<file path="src/rtl/fifo_sync_pkg.sv">
// Shared types for the synchronous FIFO: the per-edge occupancy operation.
package fifo_sync_pkg;

    // Bit 0 = accepted push, bit 1 = accepted pop.
    typedef enum logic [1:0] {
        OP_NONE = 2'b00,
        OP_PUSH = 2'b01,
        OP_POP  = 2'b10,
        OP_BOTH = 2'b11
    } fifo_op_e;

endpackage

</file>
<file path="src/rtl/fifo_sync_ram.sv">
// Dual-port storage for fifo_sync: synchronous write port, asynchronous read port.
module fifo_sync_ram #(
    parameter int DATAWIDTH = 8,
    parameter int ADDRWIDTH = 5
) (
    input  logic                 i_clk,
    input  logic                 i_we,
    input  logic [ADDRWIDTH-1:0] i_wr_addr,
    input  logic [DATAWIDTH-1:0] i_wr_data,
    input  logic [ADDRWIDTH-1:0] i_rd_addr,
    output logic [DATAWIDTH-1:0] o_rd_data
);

    localparam int DEPTH = 2 ** ADDRWIDTH;

    logic [DATAWIDTH-1:0] r_mem [DEPTH];

    // Store the write word on the rising edge when the write port is enabled.
    always_ff @(posedge i_clk) begin
        if (i_we) begin
            r_mem[i_wr_addr] <= i_wr_data;
        end
    end

    // Read is purely combinational from the addressed entry.
    assign o_rd_data = r_mem[i_rd_addr];

endmodule

</file>
<file path="src/rtl/fifo_sync.sv">
// Single-clock FIFO with first-word fall-through head output.
// Pointers and occupancy count live here; storage is in fifo_sync_ram.
module fifo_sync
    import fifo_sync_pkg::*;
#(
    parameter int DATAWIDTH = 8,
    parameter int ADDRWIDTH = 5
) (
    input  logic                 clk,
    input  logic                 reset_l,
    input  logic [DATAWIDTH-1:0] wr_data,
    input  logic                 we,
    output logic                 full,
    output logic [DATAWIDTH-1:0] ns_rd_data,
    input  logic                 re,
    output logic                 ns_ne
);

    localparam logic [ADDRWIDTH:0] DEPTH_CNT = (ADDRWIDTH+1)'(2 ** ADDRWIDTH);

    logic [ADDRWIDTH-1:0] r_wr_ptr;
    logic [ADDRWIDTH-1:0] r_rd_ptr;
    logic [ADDRWIDTH:0]   r_count;

    logic                 w_wr_acc;
    logic                 w_rd_acc;
    fifo_op_e             w_op;
    logic [ADDRWIDTH:0]   w_count_nxt;

    // Flags depend on registered count only, so no path from we/re to outputs.
    assign full     = (r_count == DEPTH_CNT);
    assign ns_ne    = (r_count != '0);

    // A write is dropped when full and a read is dropped when empty,
    // regardless of what the other port is doing.
    assign w_wr_acc = we & ~full;
    assign w_rd_acc = re & ns_ne;

    // Classify the edge and derive the next occupancy count.
    always_comb begin
        w_op        = fifo_op_e'({w_rd_acc, w_wr_acc});
        w_count_nxt = r_count;
        case (w_op)
            OP_PUSH: w_count_nxt = r_count + 1'b1;
            OP_POP:  w_count_nxt = r_count - 1'b1;
            default: w_count_nxt = r_count;
        endcase
    end

    // Pointer and count registers; reset wins over any same-cycle push/pop.
    always_ff @(posedge clk) begin
        if (!reset_l) begin
            r_wr_ptr <= '0;
            r_rd_ptr <= '0;
            r_count  <= '0;
        end else begin
            if (w_wr_acc) begin
                r_wr_ptr <= r_wr_ptr + 1'b1;
            end
            if (w_rd_acc) begin
                r_rd_ptr <= r_rd_ptr + 1'b1;
            end
            r_count <= w_count_nxt;
        end
    end

    fifo_sync_ram #(
        .DATAWIDTH (DATAWIDTH),
        .ADDRWIDTH (ADDRWIDTH)
    ) u_ram (
        .i_clk     (clk),
        .i_we      (w_wr_acc & reset_l),
        .i_wr_addr (r_wr_ptr),
        .i_wr_data (wr_data),
        .i_rd_addr (r_rd_ptr),
        .o_rd_data (ns_rd_data)
    );

endmodule

</file>
<file path="config.mk">
export PLATFORM = sky130hd
export DESIGN_NAME = fifo_sync
export DESIGN_NICKNAME = d
export VERILOG_FILES = /design/src/rtl/fifo_sync_pkg.sv /design/src/rtl/fifo_sync_ram.sv /design/src/rtl/fifo_sync.sv
export SDC_FILE = /design/constraint.sdc
export NUM_CORES = 1
export LEC_CHECK = 0
export CAP_MARGIN = 30
export CORE_ASPECT_RATIO = 0.5
export CORE_MARGIN = 2
export CORE_UTILIZATION = 56
export DETAILED_ROUTE_END_ITERATION = 10
export MAX_ROUTING_LAYER = met4
export PLACE_DENSITY_LB_ADDON = 0.3
export SETUP_SLACK_MARGIN = 0.1
export SLEW_MARGIN = 10
export SYNTH_ARGS = -nofsm -noshare
export SYNTH_HDL_FRONTEND = slang
export SYNTH_SLANG_ARGS = --single-unit
</file>
<file path="constraint.sdc">
create_clock -name clk -period 2.67 [get_ports clk]
set_input_delay 0.4005 -clock clk [delete_from_list [all_inputs] [get_ports clk]]
set_output_delay 0.4005 -clock clk [all_outputs]
set_load 0.05 [all_outputs]
</file>
======== Yosys cells after proc, flatten, opt, wreduce, memory -nomap -nowiden ========
Memories as Yosys holds them, arrays and structs flattened. A register that Yosys moved wholly into a read port is not among the register bits.
Cells that the tools add are included.
cells by class
  mux-type cells .......................... 5
  eq/ne operators ......................... 3
  order comparisons ....................... 0
  bitwise logic cells ..................... 4
  $add $sub $neg .......................... 4
  divide/modulo/power cells ............... 0
  $mul .................................... 0
  shifts and indexed selects .............. 0
  reductions and logical operators ........ 2
operator list
  cell                                              number
  one-hot mux 6 bit (2 select lines)                1
  adder 5 x 1 -> 5 bit, second input constant       2
  two-way mux 5 bit                                 2
  adder 6 x 1 -> 6 bit, second input constant       1
  == test 6 bit, second input constant              1
  nonzero test 6 bit                                1
  subtractor 6 x 1 -> 6 bit, second input constant  1
  bitwise AND 1 bit                                 3
  == test 2 x 1 -> 1 bit, second input constant     1
  == test 2 bit, second input constant              1
  two-way mux 1 bit                                 2
  nonzero test 2 bit                                1
  NOT 1 bit                                         1
word-level totals
  bits in latches ......................... 0
  flip-flop bits (word level) ............. 16
  memories kept ........................... 1
  bits in writable memories ............... 256
  ROM bits ................................ 0
memory list
  name         words  bits a word  read ports  clocked after memory_dff  write ports  RTL line             source
  u_ram.r_mem  32     8            1           1                         1            fifo_sync_ram.sv:16  logic [DATAWIDTH-1:0] r_mem [DEPTH];

======== Depth between registers and ports, before layout ========
  depth in word-level cells ............... 6
  gate-level depth with buffers ........... 11
  depth with buffers taken out ............ 10

======== Hierarchy ========
Synthesis repeated with hierarchy kept, for this count alone.
second synthesis, totals
  cells, all modules ...................... 514
  area total of the unflattened synthesis .. 10829.1 sq um
by module, submodules not included
  module         times used  area each (sq um)  seq. area each (sq um)  cells each
  fifo_sync_ram  1           9893.2             7687.4                  409
  fifo_sync      1           935.9              320.3                   105

======== Least setup slack after synthesis ========
No wires, ideal clock.
  path kind ............................... reg2reg
  start ................................... register r_count[0]
  end ..................................... register r_count[5]
  cell stages (with the launch flop) ...... 11
  arrival time ............................ 2797 ps
  clock period less this slack ............ 2869 ps
  path slack .............................. -199 ps
  required time ........................... 2598 ps
  cell sequence ........................... dfxtp_1 -> or4_1 -> buf_2 -> o31a_4 -> clkinv_2 -> ha_1 -> ha_1 -> a211oi_1 -> nor2_1 -> a311oi_1 -> mux2i_1
between the ends
  cells in the longest elaborated chain, start to end .. 5
RTL lines
  item                                                                             RTL line         source
  from (decl)                                                                      fifo_sync.sv:23  logic [ADDRWIDTH:0] r_count;
  from (signal assigned)                                                           fifo_sync.sv:63  r_count <= w_count_nxt;
  == test 6 bit                                                                    fifo_sync.sv:31  assign full = (r_count == DEPTH_CNT);
  NOT 1 bit                                                                        fifo_sync.sv:36  assign w_wr_acc = we & ~full;
  bitwise AND 1 bit                                                                fifo_sync.sv:36
  == test 2 bit / == test 2 x 1 -> 1 bit (equally long branches)                   fifo_sync.sv:43  case (w_op)
  one-hot mux 6 bit (2 select lines) / nonzero test 2 bit (equally long branches)  -
Several ways; a longest one is shown, not always the timed one.
A chain may end at the register's enable or synchronous reset.

==> flow_metrics.py <==
metrics = {
    "drt": {
        "drtIter0Drc": 703,
        "wl_per_cell_um": 23.98,
        "dr.pass1.iters": 5,
        "routed_wl_mm": 23.27,
        "ant_nets": 0,
        "drc": 0,
        "vias": 5942,
        "vias_per_cell": 6.126,
    },
    "logic_synthesis": {
        "ys_types": 49,
        "yosys.area.top_type": "edfxtp_1",
        "syn_area_mm2": 0.01106,
        "ys_seq_elements": 277,
        "syn_area_per_cell_um2": 17.70,
        "synth_edf_count": 256,
        "synth_top_area_share": 0.6949,
        "seq_area_frac_synth": 0.7329,
        "postSynthCellCount": 625,
        "synth_top_flop_cell": "edfxtp_1",
        "syn_nets": 648,
        "yosys-top-cells-area": "edfxtp_1, mux4_2, mux2i_1, dfxtp_1, a22oi_1",
        "synth-async-reset-ratio": 0,
        "yosys_warnings": 0,
    },
    "timing": {
        "slew_headroom": 0.4335,
        "finalClockSkew_ps": 8.471,
        "tightest_slew_ps": 846.6,
        "max_freq_mhz": 347.2,
        "final-hold-violation-count": 0,
        "finalSetupTns_ps": -1385,
        "rsz0062_at_grt": "yes",
        "finalSetupViolations": 8,
        "period_share": 1.079,
        "slew_viol_final": 0,
        "period_needed_ps": 2880,
        "fin_ws_ps": -210.1,
    },
    "floorplan": {
        "start_util": 0.5698,
        "die_w_um": 202.8,
        "placementRows": 36,
        "die-area_mm2": 0.02096,
        "ioPinCount": 22,
        "core_mm2": 0.01941,
        "dieHeight_um": 103.4,
    },
    "layout": {
        "final_area_mm2": 0.01295,
        "drive_gt1_frac": 0.2401,
        "area_delta_synth_final_pct": 17.10,
        "nNetsFinal": 709,
        "n_antenna_cell": 0,
    },
    "worst_setup_path": {
        "critPathKind": "flop to output pin",
        "crit_path_max_fanout": 9,
        "reg2reg_to": "r_count[5]",
        "rrSetupSlack_ps": 90,
        "critPathCaptureType": "output pin",
        "worstPathRequired_ps": 2270,
        "cp_data_arrival_time_ps": 2480,
        "rr_startpoint": "r_count[0]",
        "startpoint_type": "flop",
        "rr_worst_depth": 9,
    },
    "power": {
        "comb_power_share": 0.202,
        "netSwitchingFraction": 0.2623,
        "pwr-share-seq": 0.456,
        "p_leak_nw": 4.083,
        "peakVddDrop_mv": 0.9908,
        "p_sw_mw": 2.834,
        "power.density_mw_per_mm2": 833.8,
        "p_int_mw": 7.968,
        "pwr-share-clk": 0.342,
    },
    "cts": {
        "clockBufferDepth": 3,
        "cts_sinks": 277,
        "ctsHoldBuffers": 0,
        "cts_tree": "yes",
        "path_clk_slew_ps": 70,
        "htreeDepth": 1,
        "root_buffer": "clkbuf_16",
        "clock_latency_ps": 510,
        "numCtsBuffers": 24,
    },
    "status": {
        "status": "complete, but fails checks",
        "violations": "negative setup slack",
    },
    "grt": {
        "gr-usage-all-layers": 0.2340,
        "antenna_found_initial": 0,
        "grt_overflow": 0,
        "grt_pass1_wl_mm": 34.93,
        "grt_max_degree": 48,
        "grt_pass1_vias": 5905,
    },
    "placement": {
        "dp_hpwl_mm": 13.97,
        "port_buffers": 21,
        "placed_cell_area_mm2": 0.01177,
        "gp_congestion": 0.8283,
    },
    "min_path": {
        "min-delay-start": "r_wr_ptr[1]",
        "hp-class": "flop to flop",
        "min_to": "r_wr_ptr[1]",
        "hold_path_depth": 2,
    },
    "run": {
        "drv_cap": 0,
    },
}
## layer usage
metal  GRT usage  wire length [um]  up-vias
li1            -                 -     2621
met1      0.3272             10040     3035
met2      0.3564             10720      256
met3     0.04699              2012       30
met4     0.06738               490        0
met5           -                 0        -
## worst max-delay path by stage
stage | start | to | slack (ps) | cells past startpoint
final | flop | ns_rd_data[4] | -210 | 6
after global routing | flop | ns_rd_data[4] | -260 | 6
after detailed placement | r_count[2] | r_count[5] | -50 | 9
after floorplan | r_count[2] | r_count[5] | -1 | 10
after CTS | flop | ns_rd_data[4] | -190 | 6
after global placement | flop | ns_rd_data[2] | 8 | 6
## flip-flops by register name, indices dropped and copies added, names as in the netlist, named ones only
signal       cells
u_ram.r_mem    256
r_rd_ptr         5
r_count          6
r_wr_ptr         5
## final cells by class
type	count	area [um^2]
clock buffer	26	629.4
clock inverter	18	214.0
fill	1230	6460
inverter	10	42.54
multi-input combinational	305	2967
sequential	277	8118
tap	266	332.8
timing repair buffer	68	650.6
## power by group through the flow
stage | Combinational, mW | Sequential, mW | Clock (mW)
2_1_floorplan | 1.31 | 4.98 | 0
3_3_place_gp | 1.84 | 5.02 | 0
3_5_place_dp | 1.88 | 5.02 | 0
4_1_cts | 2.10 | 4.93 | 3.72
5_1_grt | 2.32 | 4.93 | 3.90
6_report | 2.18 | 4.93 | 3.69
## synthesized netlist by cell type (2+ instances only)
| cell type | n |
|---|---|
| o31ai_1 | 4 |
| nor3_1 | 3 |
| a22o_1 | 8 |
| nor3b_1 | 2 |
| nand3b_1 | 3 |
| nor4b_1 | 2 |
| inv_1 | 8 |
| buf_2 | 13 |
| dfxtp_1 | 21 |
| a221oi_1 | 8 |
| clkbuf_1 | 14 |
| buf_6 | 2 |
| mux2i_1 | 66 |
| buf_1 | 2 |
| a211oi_1 | 2 |
| nor2_1 | 50 |
| nand3_1 | 27 |
| o21a_1 | 3 |
| xor2_1 | 6 |
| and4_1 | 3 |
| or3_1 | 4 |
| and2_1 | 2 |
| ha_1 | 10 |
| a22oi_1 | 32 |
| nand3_2 | 4 |
| mux4_2 | 32 |
| edfxtp_1 | 256 |
| o21ai_1 | 2 |
| nor2b_1 | 5 |
| a21oi_1 | 5 |
| buf_4 | 2 |
| nand2_1 | 7 |
## stage by stage
| stage | power [mW] | worst slack [ps] | util | std cells | hold WS [ps] |
|---|---|---|---|---|---|
| 2_1_floorplan | 6.287 | -1.114 | - | 625 | 481.7 |
| 3_3_place_gp | 6.854 | 7.548 | 0.6059 | 909 | 496.8 |
| 5_1_grt | 11.16 | -258.2 | 0.6672 | 970 | 559.3 |
| 3_5_place_dp | 6.900 | -49.32 | 0.6065 | 910 | 510.1 |
| 4_1_cts | 10.75 | -192.6 | 0.6614 | 963 | 520.6 |
| 6_report | 10.80 | -210.1 | 0.6672 | 970 | 515.4 |
## worst max-delay path: stages, from the launching register on
cell and delay, ps:
dfxtp_4 400, buf_12 150, mux4_2 500, a22o_1 280, a221oi_2 280, nand3_1 170, buf_6 180
## placed cells by master, fill, tap and decap left out, types with 2 or more instances in the layout
master / synthesis / routed
nor4b_1: 2 / 2
a21oi_1: 5 / 5
o21a_1: 3 / 3
nor3_1: 3 / 3
clkinv_1: 0 / 5
clkinv_2: 1 / 6
a22o_1: 8 / 7
mux4_2: 32 / 32
a22oi_1: 32 / 32
nor2b_1: 5 / 3
inv_2: 1 / 2
ha_1: 10 / 6
edfxtp_1: 256 / 256
or3_1: 4 / 4
bufinv_16: 0 / 5
nor2_1: 50 / 48
xor2_1: 6 / 6
mux2i_1: 66 / 66
nand3_1: 27 / 25
o31ai_1: 4 / 4
dfxtp_2: 0 / 2
inv_1: 8 / 7
a221oi_4: 0 / 2
and4_1: 3 / 3
and2_1: 2 / 2
nand3_2: 4 / 6
buf_4: 2 / 42
o21ai_1: 2 / 2
clkdlybuf4s50_1: 0 / 11
buf_6: 2 / 10
a221oi_2: 0 / 6
dfxtp_1: 21 / 17
nand3b_1: 3 / 3
clkbuf_16: 0 / 26
nor2_2: 0 / 2
buf_12: 0 / 3
dfxtp_4: 0 / 2
nand2_1: 7 / 7
ha_4: 0 / 4
clkinvlp_4: 0 / 2
## what timing repair did
| item | 4_1_cts | 5_1_grt |
|---|---|---|
| endpoints found under the hold margin | 0 | 0 |
| gates resized for setup | 30 | 7 |
| buffers inserted | 9 | 6 |
| pin swaps | 15 | 10 |
| endpoints found under the setup margin | 13 | 11 |
| gates cloned | 0 | 1 |
## cells by family after synthesis
kind of cell / Yosys count / share of synthesized area
DFF: 277 / 0.7329
and+or+nand+nor: 117 / 0.05373
AOI/OAI and AO/OA: 72 / 0.05158
adders and majority gates: 11 / 0.01312
muxes: 98 / 0.1249
xor gates and xnor gates: 7 / 0.005542
buffers and inverters: 43 / 0.01821
No activity file was read; power rests on OpenSTA's default activity.
